===== config.mk =====
export PLATFORM = sky130hd
export DESIGN_NAME = control
export DESIGN_NICKNAME = d
export VERILOG_FILES = /design/src/rtl/mips_pkg.sv /design/src/rtl/control.sv
export SDC_FILE = /design/constraint.sdc
export NUM_CORES = 1
export LEC_CHECK = 0
export BUFFER_PORTS_ARGS = -buffer_cell sky130_fd_sc_hd__buf_4
export CAP_MARGIN = 0
export CORE_AREA = 2 2 39 41
export DETAILED_ROUTE_END_ITERATION = 10
export DIE_AREA = 0 0 41 43
export GPL_TIMING_DRIVEN = 0
export MAX_ROUTING_LAYER = met4
export PLACE_DENSITY_LB_ADDON = 0.2
export SYNTH_ARGS = -nofsm -noshare
export SYNTH_HDL_FRONTEND = slang
export SYNTH_SLANG_ARGS = --single-unit

===== constraint.sdc =====
create_clock -name clk_i -period 2.93 [get_ports clk_i]
set_input_delay 0.293 -clock clk_i [delete_from_list [all_inputs] [get_ports clk_i]]
set_output_delay 0.293 -clock clk_i [all_outputs]
set_load 0.05 [all_outputs]

===== src/rtl/mips_pkg.sv =====
// Shared MIPS decode constants: opcodes, control-bundle bit positions and ALUOp codes.
package mips_pkg;

  localparam logic [5:0] OP_RTYPE = 6'h00;
  localparam logic [5:0] OP_LW    = 6'h23;
  localparam logic [5:0] OP_SW    = 6'h2B;
  localparam logic [5:0] OP_BEQ   = 6'h04;

  localparam int CTRL_W        = 9;
  localparam int BIT_REGDST    = 8;
  localparam int BIT_ALUSRC    = 7;
  localparam int BIT_MEMTOREG  = 6;
  localparam int BIT_REGWRITE  = 5;
  localparam int BIT_MEMREAD   = 4;
  localparam int BIT_MEMWRITE  = 3;
  localparam int BIT_BRANCH    = 2;
  localparam int BIT_ALUOP_MSB = 1;
  localparam int BIT_ALUOP_LSB = 0;

  localparam logic [1:0] ALUOP_ADD   = 2'b00;
  localparam logic [1:0] ALUOP_SUB   = 2'b01;
  localparam logic [1:0] ALUOP_FUNCT = 2'b10;

endpackage


===== src/rtl/control.sv =====
// Main decoder of the single-cycle MIPS datapath: opcode -> registered control bundle.
module control
  import mips_pkg::*;
(
  input  logic              clk_i,
  input  logic              rst_n_i,
  input  logic [5:0]        opcode_i,
  output logic [CTRL_W-1:0] control_o,
  output logic              illegal_o
);

  logic [CTRL_W-1:0] ctrl_d;
  logic              illegal_d;

  // Unsupported opcodes fall through to an all-zero bundle so they cause no side effects.
  always_comb begin
    ctrl_d    = '0;
    illegal_d = 1'b0;
    case (opcode_i)
      OP_RTYPE: begin
        ctrl_d[BIT_REGDST]                   = 1'b1;
        ctrl_d[BIT_REGWRITE]                 = 1'b1;
        ctrl_d[BIT_ALUOP_MSB:BIT_ALUOP_LSB]  = ALUOP_FUNCT;
      end
      OP_LW: begin
        ctrl_d[BIT_ALUSRC]                   = 1'b1;
        ctrl_d[BIT_MEMTOREG]                 = 1'b1;
        ctrl_d[BIT_REGWRITE]                 = 1'b1;
        ctrl_d[BIT_MEMREAD]                  = 1'b1;
        ctrl_d[BIT_ALUOP_MSB:BIT_ALUOP_LSB]  = ALUOP_ADD;
      end
      OP_SW: begin
        ctrl_d[BIT_ALUSRC]                   = 1'b1;
        ctrl_d[BIT_MEMWRITE]                 = 1'b1;
        ctrl_d[BIT_ALUOP_MSB:BIT_ALUOP_LSB]  = ALUOP_ADD;
      end
      OP_BEQ: begin
        ctrl_d[BIT_BRANCH]                   = 1'b1;
        ctrl_d[BIT_ALUOP_MSB:BIT_ALUOP_LSB]  = ALUOP_SUB;
      end
      default: begin
        illegal_d = 1'b1;
      end
    endcase
  end

  always_ff @(posedge clk_i) begin
    if (!rst_n_i) begin
      control_o <= '0;
      illegal_o <= 1'b0;
    end else begin
      control_o <= ctrl_d;
      illegal_o <= illegal_d;
    end
  end

endmodule


==> results list, run 1 <==
* Setup ws final: 1790 ps
* Clock input transition at the sequential cells of the worst setup and hold paths: roughly 50 ps
- Summing all placed instances gives a cell area of about 420 sq um.
- Clock Tree Buf Depth: 2
- The number of hold buffers added after CTS was 0.
- Wire length of the first global-routing pass: between 700 and 800 um
* Number of gates resized after CTS: 0
- The number of nets in the synthesized netlist is 32.
- Critical Path End Type: output port
- In this run the standard cell core region covers roughly 1400 sq um.
- CTS sink cnt: 8
- 18 I/O pins were placed.
- After detailed routing, the average wire length per cell comes to between 8 and 9 um.
* Power per Cell Area: ~480 nW/um^2
- Hold Crit Class: in -> reg
* Synthesized area per cell: roughly 11 sq um
- Detailed Route WL: between 500 and 600 um
* Die height: between 40 and 50 um
* Post-synth EDFFs: 0
* Std-Cell Rows: 14
- Residual DRC count: 0
- The run finished with clean final reports.
- Worst hold path depth: 2
- After the first detailed-routing iteration, the DRC count stood at 0.
- Buffers placed on the I/O ports in this run total 17.
- The worst path needs 1140 ps of the cycle, external delays included.
* Startpoint types: register
- Of all nets on the critical path, the largest fanout is 2.
* Area contributors post-synth: sky130_fd_sc_hd__dfxtp_1, sky130_fd_sc_hd__and2_2, sky130_fd_sc_hd__buf_4
- The final route contains between 200 and 250 vias.
- At the worst endpoint, the arrival time is 850 ps.
* Max IR drop VDD: ~120 uV
- During synthesis, Yosys emitted a total of 0 warnings.
- Antenna diode count: 0
- Routability-driven placement finished with a final weighted congestion of roughly 0.6.
- Seq cells post-synth: 8
- Of all flip-flops after synthesis, the portion carrying an async set or reset was 0.
- Setup violations remaining at the end of the flow were counted as 0.
- Overall global routing resource usage: 0.0753
- Once layout is done, the placed cells without fillers occupy between 400 and 500 sq um.
* Slew HR: 0.825
- Initial antenna violation count: 0
* Final critical-path share of the clock period: 0.390
- The max-slew violation count was 0.
- Relative area change from synthesis to final layout: 62.1%
- STA puts the critical path data required time at 2640 ps.
* Root cell of the clock tree: sky130_fd_sc_hd__clkbuf_4
* Unique masters post-synth: 13
- Post-synthesis instance area: 274 sq um
* RSZ-0062 raised after global routing: false
- The largest total area in the synthesized netlist belongs to sky130_fd_sc_hd__dfxtp_1.
- The number of global-route vias before repair came to approximately 220.
- Buffers inserted during clock tree synthesis total 3.
* Top post-synthesis cells by count: sky130_fd_sc_hd__dfxtp_1, sky130_fd_sc_hd__and2_1, sky130_fd_sc_hd__and2_2, sky130_fd_sc_hd__buf_4, sky130_fd_sc_hd__nor2b_1
* Worst Path Class, Setup: reg -> out
* Total Negative Setup Slacks: 0 ps
* Width of the die: 41 um
- Total Nets Final: 54
- For hold timing, the worst endpoint is control_o[7].
- The final count of hold timing violations was 0.
- Max-cap violations in this run came to 0.
* Largest net degree at the start of global routing: 5
- Before CTS, the worst setup slack after placement is between 1500 and 2000 ps.
- The die covers roughly 1800 sq um.
- Summed over all layers, the global routing overflow is 0.
* Number of fillers in the final layout: roughly 160
- Share of post-route cells with drive strength above 1: 0.591
- CTS tree: yes
- Yosys instantiated no cell more often than sky130_fd_sc_hd__dfxtp_1.
- For the pin with the worst max-slew slack, the measured transition is around 260 ps.
- The share of synthesized area in the top cell type comes to 0.584.
* Level count of the clock H-tree: 1
* Remaining number of nets flagged by the antenna check after routing: 0
- The initial utilization of the core area, before any placement, comes to 0.198.
- The critical path starts at control_o[6].
- Dividing the detail-routed via count by the number of cells gives ~3.8.
- Post-CTS Setup Inserts: 0
- Primary FF master, synth: sky130_fd_sc_hd__dfxtp_1
* Syn Inst Count: 24
* Worst Min Path Start: opcode_i[2]
- Fraction of the yosys area taken by sequential cells: 0.584
- For this run, the detailed router's first-pass iteration total came to 1.
- Based on the critical path, the design can be clocked at up to 0.876 GHz.
- For this design the static power due to leakage is 0.213 nW.
* Power, Total: around 210 uW
-- power by group --
| group | switching (mW) | internal, mW | leakage, nW |
|---|---|---|---|
| combinational | 0.0122 | 0.0107 | 0.134 |
| sequential | 0.000392 | 0.111 | 0.0649 |
| clock | 0.0330 | 0.0466 | 0.0138 |
| total | 0.0456 | 0.168 | 0.213 |
-- cells in the final DEF, fill, tap and decap left out, types with 2 or more instances in the layout --
cell / n
sky130_fd_sc_hd__buf_4: 19
sky130_fd_sc_hd__nor2b_1: 2
sky130_fd_sc_hd__dfxtp_1: 8
sky130_fd_sc_hd__and2_2: 2
sky130_fd_sc_hd__clkbuf_4: 3
sky130_fd_sc_hd__and2_1: 2
-- cell families (layout without fill, tap and decap cells) --
| group | count (synthesis) | after routing | synth area share |
|---|---|---|---|
| AOI/OAI and AO/OA | 2 | 2 | 0.0365 |
| and+or+nand+nor | 12 | 12 | 0.324 |
| buffers and inverters | 2 | 22 | 0.0548 |
| DFF | 8 | 8 | 0.584 |
-- flip-flops by register name, summed over array words and instances (netlist names) --
name and count:
illegal_o 1, control_o 7
-- per-layer routing --
metal | up-vias | GRT usage | part of all wire
li1 | 118 | - | -
met1 | 101 | 0.0552 | 0.30
met2 | 11 | 0.106 | 0.59
met3 | 0 | 0.0209 | 0.10
met4 | 0 | 0.120 | 0
met5 | - | - | 0
-- critical path: stages, from the launching register on --
cell	delay [ps]
sky130_fd_sc_hd__dfxtp_1	320
sky130_fd_sc_hd__buf_4	100
sky130_fd_sc_hd__buf_4	180
-- worst max path at each step --
stage,endpoint,cells past startpoint
6_report,control_o[6],2
5_1_grt,control_o[6],2
4_1_cts,control_o[6],2
3_5_place_dp,control_o[2],4
3_3_place_gp,control_o[2],4
2_1_floorplan,control_o[2],1
-- through the flow --
step	std cells	hold WS, ps	util
after detailed placement	57	510	0.305
after global routing	60	250	0.321
after CTS	60	240	0.321
final	60	249	0.321
after floorplan	24	365	-
after global placement	57	503	0.305
-- layout make-up --
class,instances,area [sq um],area share
sequential,8,160,0.361
timing repair buffer,17,128,0.287
multi-input combinational,14,98.8,0.223
clock buffer,3,22.5,0.0507
tap,16,20.0,0.0451
buffer,2,15.0,0.0338
Note: power is estimated with default switching activity, not from simulation.
==> run 2: changes to the inputs <==
clock period = 1 ns   (was 2.93 ns; I/O delays follow)
==> results list, run 2 (synthesis gave the netlist of run 1 again) <==
* RSZ-0062 raised after global routing: false
- Max IR drop VDD: between 300 and 400 uV
* RePlAce Congestion: ~0.61
- Final critical-path share of the clock period: 0.944
- Max-cap violation count: 0
- Of the total power, the clock network draws 0.373.
- Of the total power, the share spent switching nets is 0.214.
- The flow ran to the end, and the final reports show no timing, DRC or antenna violations.
- Register containing the most flip-flops in the final layout: control_o
- Via density per instance: roughly 3.8
- After detailed routing, the number of remaining DRC violations is 0.
- Setup total negative slack on the finished layout was measured at 0 ps.
- In this run the count of I/O pins placed on the die edge is 18.
* Critical Path End Type: output port
* Number of DRC markers after the initial detailed-route iteration: 0
- The number of antenna diodes in the final layout is 0.
- Global-route congestion overflow total: 0
* Per-cell routed wire length: 8.77 um
- The register with the most flip-flops in the layout has 7 of them.
- Area of the core: 1380 sq um
- For this run, the total global-route usage over all layers was measured as 0.0753.
* Number of optimization iterations in the first detailed-route pass: 1
* Detailed Route WL: ~530 um
- Of the total power, combinational logic draws 0.108.
* Root cell of the clock tree: sky130_fd_sc_hd__clkbuf_4
- The number of placed instances, taps included, is 57.
* Post-Place Worst Slack: -116 ps
- Registers with the most flip-flops: control_o: 7 flops, illegal_o: 1 flops
* CTS sink cnt: 8
* Worst Path Class, Setup: reg -> out
* Wire length of the first global-routing pass: between 700 and 800 um
- Counting I/O delays and the setup requirement, the final critical path takes between 900 and 1000 ps.
- At the end of the flow the core is filled with cells to 0.324.
- Setup slack closes at around 56 ps.
* Leakage power figure: 0.213 nW
- Timing would allow up to around 1.1 GHz.
- Worst endpoint required time: around 900 ps
* Die height: between 40 and 50 um
- Setup violations remaining at the end of the flow were counted as 0.
- Total number of vias: between 200 and 250
* Share of total power in sequential cells: 0.520
- The worst setup path is launched from a register.
* Switching power summed over all nets: ~130 uW
- Relative area change from synthesis to final layout: 63.5%
- TritonCTS built the clock tree.
- Floorplan die area: around 1800 sq um
* Width of the die: 41 um
- Number of CTS-inserted buffers: 3
- Of the cells placed in the final design, the portion with a size suffix greater than 1 is 0.591.
* Slew HR: 0.825
- Clock-pin slew was measured on the worst setup and hold paths at roughly 50 ps.
* Level count of the clock H-tree: 1
* Worst-path maximum fanout: 2
- The floorplan has 14 rows.
* Clock Tree Buf Depth: 2
* Remaining number of nets flagged by the antenna check after routing: 0
- Internal power comes to ~500 uW.
* Non-Filler Instances: 60
- Final Hold Violating Endpoints: 0
- Leaving out fill and tap cells, the most frequent cell in the layout is sky130_fd_sc_hd__buf_4.
- Slew at the pin closest to its max-slew limit: ~260 ps
- For the worst setup path, the data arrival time is about 840 ps.
* Effective utilization at floorplan: 0.198
- Via count of the first global-routing pass: about 220
- Commonest non-fill, non-tap cells in the layout: sky130_fd_sc_hd__buf_4, sky130_fd_sc_hd__dfxtp_1, sky130_fd_sc_hd__clkbuf_4
* Largest net degree at the start of global routing: 5
* Power per Cell Area: about 1400 nW/um^2
* Hold Crit Class: in -> reg
* Count of buffers from port buffering: 17
- Initial antenna violation count: 0
- For this run, the post-layout net count is 54.
- Post-CTS Setup Inserts: 0
* Max Transition Viols Final: 0
[run 2: changes by cell type in the layout (fill, tap and decap cells not counted)]
cell / change
sky130_fd_sc_hd__buf_4: -1
sky130_fd_sc_hd__buf_6: +1
[run 2: metrics by stage]
step	hold WS [ps]	total power [mW]	instance area (sq um)
after floorplan	172	0.362	274
after global placement	310	0.397	422
after detailed placement	317	0.400	422
after CTS	47.2	0.641	444
after global routing	56.9	0.655	448
final	55.9	0.626	448
[run 2: final timing paths]
path,endpoint,depth (start not counted),start
worst max-delay path,control_o[2],2,control_o[2]
worst min-delay path,control_o[7],2,opcode_i[2]
[run 2: worst max-delay path: stages, from the launching register on]
cell                      delay [ps]
sky130_fd_sc_hd__dfxtp_1         300
sky130_fd_sc_hd__buf_4           120
sky130_fd_sc_hd__buf_4           180
[run 2: power by group through the flow]
stage	Clock [mW]	Combinational (mW)	Sequential [mW]
after detailed placement	0	0.0681	0.332
final	0.233	0.0674	0.325
after global placement	0	0.0656	0.332
after global routing	0.257	0.0729	0.325
after floorplan	0	0.0134	0.348
after CTS	0.248	0.0681	0.325
[run 2: area by class of cell]
| class | instances | area, sq um |
|---|---|---|
| Fill cell | 160 | 936 |
| Sequential cell | 8 | 160 |
| Timing Repair Buffer | 17 | 131 |
| Multi-Input combinational cell | 14 | 98.8 |
| Clock buffer | 3 | 22.5 |
| Tap cell | 16 | 20.0 |
| Buffer | 2 | 15.0 |
[run 2: what timing repair did]
action / 4_1_cts / 5_1_grt
resized for setup: 0 / 1
setup endpoints to repair: 0 / 1
hold buffers: 0 / 0
[run 2: layer usage]
| metal | GRT usage | vias up | part of all wire |
|---|---|---|---|
| met5 | - | - | 0 |
| met4 | 0.120 | 0 | 0 |
| met3 | 0.0209 | 0 | 0.097 |
| met2 | 0.106 | 11 | 0.60 |
| met1 | 0.0552 | 101 | 0.30 |
| li1 | - | 118 | - |
